## src/rtl/morse_seq_module.sv

```systemverilog
// Programmable Morse sequencer: plays a DEPTH-entry symbol buffer on pin_out,
// timed in units of UNIT_CNT clocks, with start/busy/done handshake and loop mode.
module morse_seq_module #(
  parameter int UNIT_CNT = 5000000,
  parameter int DEPTH    = 16,
  parameter int AW       = 4
) (
  input  logic          CLK,
  input  logic          RSTn,
  input  logic          wr_en,
  input  logic [AW-1:0] wr_addr,
  input  logic [1:0]    wr_data,
  input  logic [AW:0]   len,
  input  logic          loop_en,
  input  logic          start,
  input  logic          abort,
  output logic          busy,
  output logic          done,
  output logic          pin_out
);

  // state | meaning
  // IDLE  | waiting for a valid start
  // ON    | tone on for the current symbol's on-units
  // OFF   | tone off for the current symbol's off-units
  // END   | one-cycle done pulse, then loop to symbol 0 or return to IDLE
  typedef enum logic [1:0] {S_IDLE, S_ON, S_OFF, S_END} state_t;

  localparam int CW = $clog2(UNIT_CNT * 7);
  localparam logic [CW-1:0] LIM_1 = CW'(UNIT_CNT - 1);
  localparam logic [CW-1:0] LIM_2 = CW'(2 * UNIT_CNT - 1);
  localparam logic [CW-1:0] LIM_3 = CW'(3 * UNIT_CNT - 1);
  localparam logic [CW-1:0] LIM_6 = CW'(6 * UNIT_CNT - 1);
  localparam logic [AW:0]   LEN_MAX = (AW+1)'(DEPTH);
  localparam logic [AW:0]   LEN_ONE = (AW+1)'(1);

  logic [1:0]    mem [DEPTH];
  state_t        state, state_nx;
  logic [AW-1:0] idx, idx_nx, idx_inc;
  logic [CW-1:0] cnt, cnt_nx, on_lim, off_lim;
  logic [AW:0]   len_q, len_nx;
  logic [1:0]    sym, sym_next, sym_first;
  logic          start_ok, more;

  always_ff @(posedge CLK) begin
    if (wr_en && !busy) mem[wr_addr] <= wr_data;
  end

  assign idx_inc   = idx + AW'(1);
  assign sym       = mem[idx];
  assign sym_next  = mem[idx_inc];
  assign sym_first = mem[0];
  assign start_ok  = start && (len != '0) && (len <= LEN_MAX);
  assign more      = ({1'b0, idx} + LEN_ONE) < len_q;

  always_comb begin
    on_lim = LIM_1;
    if (sym == 2'b01) on_lim = LIM_3;
    case (sym)
      2'b10:   off_lim = LIM_2;
      2'b11:   off_lim = LIM_6;
      default: off_lim = LIM_1;
    endcase
  end

  always_ff @(posedge CLK or negedge RSTn) begin
    if (!RSTn) begin
      state <= S_IDLE;
      idx   <= '0;
      cnt   <= '0;
      len_q <= '0;
    end else begin
      state <= state_nx;
      idx   <= idx_nx;
      cnt   <= cnt_nx;
      len_q <= len_nx;
    end
  end

  // Gap symbols (code bit 1 set) have no on-phase and enter OFF directly.
  always_comb begin
    state_nx = state;
    idx_nx   = idx;
    cnt_nx   = cnt + CW'(1);
    len_nx   = len_q;
    case (state)
      S_IDLE: begin
        cnt_nx = '0;
        if (start_ok) begin
          len_nx   = len;
          idx_nx   = '0;
          state_nx = sym_first[1] ? S_OFF : S_ON;
        end
      end
      S_ON: begin
        if (cnt == on_lim) begin
          cnt_nx   = '0;
          state_nx = S_OFF;
        end
      end
      S_OFF: begin
        if (cnt == off_lim) begin
          cnt_nx = '0;
          if (more) begin
            idx_nx   = idx_inc;
            state_nx = sym_next[1] ? S_OFF : S_ON;
          end else begin
            state_nx = S_END;
          end
        end
      end
      S_END: begin
        cnt_nx = '0;
        if (loop_en) begin
          idx_nx   = '0;
          state_nx = sym_first[1] ? S_OFF : S_ON;
        end else begin
          state_nx = S_IDLE;
        end
      end
      default: begin
        cnt_nx   = '0;
        state_nx = S_IDLE;
      end
    endcase
    if (abort) begin
      state_nx = S_IDLE;
      idx_nx   = '0;
      cnt_nx   = '0;
    end
  end

  assign busy    = (state != S_IDLE);
  assign done    = (state == S_END);
  assign pin_out = (state == S_ON);

endmodule

```

## config.mk

```make
export PLATFORM = sky130hd
export DESIGN_NAME = morse_seq_module
export DESIGN_NICKNAME = d
export VERILOG_FILES = /design/src/rtl/morse_seq_module.sv
export SDC_FILE = /design/constraint.sdc
export NUM_CORES = 1
export LEC_CHECK = 0
export ABC_AREA = 1
export BUFFER_PORTS_ARGS = -buffer_cell sky130_fd_sc_hd__buf_2
export CORE_MARGIN = 3
export CORE_UTILIZATION = 34
export DETAILED_ROUTE_END_ITERATION = 12
export GPL_TIMING_DRIVEN = 1
export PLACE_DENSITY = 0.52
export SKIP_LAST_GASP = 1
export SYNTH_ARGS = -nofsm -noshare
export SYNTH_HDL_FRONTEND = slang
export SYNTH_SLANG_ARGS = --single-unit
```

## constraint.sdc

```tcl
create_clock -name CLK -period 5.55 [get_ports CLK]
set_input_delay 0.2775 -clock CLK [delete_from_list [all_inputs] [get_ports CLK]]
set_output_delay 0.2775 -clock CLK [all_outputs]
set_load 0.02 [all_outputs]
```

== Yosys cells after proc, flatten, opt, wreduce, memory -nomap -nowiden ==
Memories as Yosys holds them, arrays and structs flattened.
Index checks and enable logic that the tools add are counted.
Cells by class
  add/subtract/negate cells: 3
  $mul: 0
  div/mod/pow operators: 0
  $lt $le $gt $ge: 2
  eq/ne operators: 13
  shift operators: 0
  multiplexer cells: 23
  bitwise logic cells: 0
  reductions and logical operators: 12
Operator list (number)
  two-way mux 26 bit: 3
  case mux 26 bit (3 select lines): 1
  == test 26 bit: 2
  case mux 25 bit (2 select lines): 1
  adder 26 x 1 -> 26 bit (second input constant): 1
  two-way mux 24 bit: 1
  two-way mux 4 bit: 5
  two-way mux 2 bit: 8
  != test 3 bit (second input constant): 4
  case mux 4 bit (3 select lines): 1
  == test 2 bit (second input constant): 4
  case mux 2 bit (4 select lines): 1
  adder 4 x 1 -> 5 bit (second input constant): 1
  <= comparator 5 bit (second input constant): 1
  < comparator 5 bit: 1
  AND reduction 5 bit: 1
  nonzero test 5 bit: 1
  adder 4 x 1 -> 4 bit (second input constant): 1
  == test 2 x 1 -> 1 bit (second input constant): 2
  nonzero test 4 bit: 1
  logical AND 1 bit: 3
  != test 3 x 2 -> 1 bit (second input constant): 1
  AND reduction 3 bit: 1
  logical NOT 2 bit: 1
  other kinds (5): 6
Storage, ports and cells
  bits in registers: 37
  latch bits: 0
  RAM bits: 32
  bits in read-only memories: 0
  input port bits: 17
  output and inout port bits: 3
  word-level logic and storage cells: 58
  memories kept: 1
Memory list
  mem: depth 16, width 2, read ports 3, clocked after Yosys merged registers in 0, wr ports 1, line 37  | logic [1:0] mem [DEPTH];

== Longest topological paths before layout ==
An unclocked memory read counts as a cell.
  word-level depth: 7
  depth in mapped cells: 20
  depth with buffers taken out: 18

== Worst setup path after synthesis ==
OpenSTA, ideal clock, no wires.
  path kind: register to register
  start: register idx[0]
  end: register idx[0]
  setup time: 0.118 ns
  arrival: 2.241 ns
  required time: 5.432 ns
  setup slack: 3.191 ns
  stages on the path, launching flop included: 14
  path buffers: 0
  clock period less this slack: 2.359 ns
  cell sequence: dfrtp_1 > ha_1 > xor2_1 > ha_1 > inv_1 > nor2_1 > o21ai_0 > nand2_1 > a21oi_1 > nor2_1 > a21oi_1 > nand3_1 > nand2_1 > nand2_1
On the way
  cells in the longest elaborated chain, start to end: 6
  elaborated cells between the ends (all ways): 15
  those cells by class: add/sub (2); order compare (1); eq/ne (5); mux (5); reduce/logical (1); memory (1)
Ends and longest elaborated chain
  start, declared: line 39  | logic [AW-1:0] idx, idx_nx, idx_inc;
  start signal, assigned: line 74  | idx <= idx_nx;
  memory read (16 x 2 bit)
  == test 2 bit: line 59  | case (sym)
  case mux 25 bit (2 select lines): line 59
  == test 26 bit: line 102  | if (cnt == off_lim) begin
  != test 3 bit (no line)
  AND reduction 5 bit (no line)
Parallel ways exist; a longest one is shown, timed or not. The select of a mux whose other input is x is not followed.
A chain may end at the register's enable or synchronous reset.

== Worst setup path after layout ==
  start: register idx[0]
  end: register idx[2]
Same word-level chain as after synthesis.

==> metrics.md <==
| Metric | Value |
|---|---|
| Outcome | completed |
| Largest fanout on the critical path | 34 |
| Avg Inst Size Synth | 7.74 um^2 |
| Post-DRT Antenna Nets | 0 |
| Initial antenna violation count | 0 |
| CTS buffer count | 9 |
| FF-to-FF End | idx[2] |
| Cells resized by post-CTS repair | 0 |
| Asr flop ratio synth | 53.6% |
| Comb power frac | 22.7% |
| DIE AREA | 0.0131 mm^2 |
| Final hold vios | 0 |
| Leading area contributor after synthesis | edfxtp_1 |
| Area grow syn2layout | 13.7% |
| Mapped cell area | 0.00400 mm^2 |
| Synth cell types | 32 |
| Hold Slack | 0.0514 ns |
| Max cap viols | 0 |
| Clock Sinks | 69 |
| Fill count | 1,126 |
| Remaining DRCs | 0 |
| Clk network pwr share | 39.5% |
| Core area | 0.0112 mm^2 |
| Ports | 20 |
| Most common cell in the netlist | nand2_1 |
| Fin nets | 560 |
| Min Tclk post-route | 3.33 ns |
| Sequential area share after synthesis | 47.2% |
| Die width | 114 um |
| Antenna diodes | 0 |
| Post-Route WL | 9360 um |
| Root Driver | clkbuf_16 |
| Worst setup EP type | flop |
| Post-Syn Instances | 517 |
| YS warnings | 0 |
| WS Path Type | reg -> reg |
| P_leak | 1.98 nW |
| Pwr dens | 361 mW/mm^2 |
| RD Place Congestion | 0.852 |
| WP data required | 5.77 ns |
| Pin count of the biggest net entering global routing | 38 |
| Pwr Total | 0.00164 W |
| DRT iter0 DRCs | 263 |
| CTS tree | yes |
| Switching part of the total | 31.4% |
| Syn_nets | 540 |
| Register area | 0.00189 mm^2 |
| Initial Util | 35.8% |
| Worst r2r src | idx[0] |
| Grt total ovfl | 0 |
| Worst Hold Class | in -> async |
| Yosys reg bits | 69 |
| Final setup fails | 0 |
| Largest cells by area after synthesis | edfxtp_1 24%, dfrtp_1 23%, nand2_1 12% |
| Multi-input logic area | 0.00175 mm^2 |
| Hold_buf cts | 0 |
| Main flop type after synthesis | dfrtp_1 |
| HPWL Detailed | 7050 um |
| IO Port Bufs | 19 |
| R2r setup slk | 2.22 ns |
| Postcts setup bufs | 0 |
| Clock Path Buffers | 2 |
| Max-slew headroom | 36.5% |
| Chip height | 114 um |
| Slew Viols, Final | 0 |
| Wire per inst | 13.7 um |
| Setup_tns | 0 ns |
| Worst skew pair latency | 0.33 ns |
| CP arrival | 3.55 ns |
| Via density | 4.93 |
| Psw | 0.000517 W |
| R2r worst-path depth | 13 |
| Worst Skew | 0.00480 ns |
| Htree depth | 3 |
| Row count | 38 |
| Unrepaired setup endpoints after global routing | no |
| Leading cell types by count after synthesis | 126 x nand2_1, 78 x inv_1, 74 x nor2_1, 51 x nand3_1, 37 x dfrtp_1 |
| Vias in the first global route | 3,146 |
| Post-synth EDFFs | 32 |
| GRT Total Usage | 14.8% |
| Synth top area share | 24.0% |
| P_int | 0.00113 W |
| Final period util | 60.0% |
| Startpoint Class | flop |
| DRT Pass-1 Iters | 5 |
| Layout cells sized above 1 | 8.30% |
| Reg power frac | 37.8% |
| Least-Margin Pin Slew | 0.953 ns |
| Vias | 3,360 |
| Clock transition at path regs | 0.06 ns |
| Max frequency | 300 MHz |
| Global-route wire length before repair | 15,200 um |
| Worst IR Drop VDD | 213 uV |
## placed cells by master (no fill, tap or decap), types with 2 or more instances in the layout
cell type  count
ha_1           6
nand3_2        3
nand4_1       17
xor2_1        18
a21oi_1       13
nand3_1       51
clkbuf_16      9
nand2_2        2
nor2_1        74
o211ai_1       4
nor3_1         5
o21ai_0       19
nor4_1         8
clkinv_2       3
nand2_1      126
bufinv_16      3
nand3b_1       2
inv_1         78
edfxtp_1      32
inv_2          2
buf_2         19
dfrtp_1       37
## registers in the layout (all words and copies together), names as in the netlist
register and flops:
mem 32, cnt 26, len_q 5, idx 4
state 2
## critical path, cell delays in order, from the launching register on
cell and delay [ns]:
dfrtp_1 0.97, ha_1 0.32, xor2_1 0.36, ha_1 0.31, inv_1 0.05, nor2_1 0.03
o21ai_0 0.14, nand2_1 0.07, a21oi_1 0.21, nor2_1 0.06, a21oi_1 0.30, nand3_1 0.20
nand2_1 0.12, nand2_1 0.06
## how the worst max path moves through the flow
stage           start  endpoint  depth (start not counted)  slack [ns]
6_report       idx[0]    idx[2]                         13        2.22
5_1_grt        idx[0]    idx[3]                         13        1.84
4_1_cts        idx[0]    idx[2]                         13        2.27
3_5_place_dp   idx[0]    idx[0]                         13        2.29
3_3_place_gp   idx[0]    idx[0]                         13        2.40
2_1_floorplan  idx[0]    idx[0]                         13        3.19
## area by class of cell
type / count / share of cell area [%]
Sequential cell: 69 / 41.5
Multi-Input combinational cell: 357 / 38.5
Inverter: 81 / 6.68
Clock buffer: 9 / 4.95
Tap cell: 140 / 3.85
Clock inverter: 7 / 2.50
Timing Repair Buffer: 19 / 2.09
## cell families after synthesis
kind of cell               share of synthesized area, %
AOI/OAI and AO/OA                                  5.25
and+or+nand+nor                                    32.2
xor gates and xnor gates                           4.16
muxes                                             0.281
adders and majority gates                          1.88
buffers and inverters                              9.10
DFF                                                47.2
## power by group through the flow
stage / logic, W / registers (W) / clock network, W
detailed placement: 0.000375 / 0.000631 / 0
floorplan: 0.000314 / 0.000603 / 0
finish: 0.000374 / 0.000621 / 0.000650
global placement: 0.000373 / 0.000630 / 0
CTS: 0.000377 / 0.000621 / 0.000665
global route: 0.000428 / 0.000628 / 0.000687
## stage by stage
step	std cells	util, %	setup WS [ns]	instance area [um^2]
global route	682	40.7	1.84	4550
floorplan	517	-	3.19	4000
finish	682	40.7	2.22	4550
detailed placement	666	37.7	2.29	4210
global placement	666	37.7	2.40	4210
CTS	682	40.7	2.27	4550
## layer usage
metal	track usage [%]	up-vias	part of all wire [%]
met3	4.44	10	3.4
li1	-	1720	-
met5	0	-	0
met4	4.51	0	1.3
met2	24.0	51	47
met1	19.1	1579	48
No activity file was read; power rests on OpenSTA's default activity.
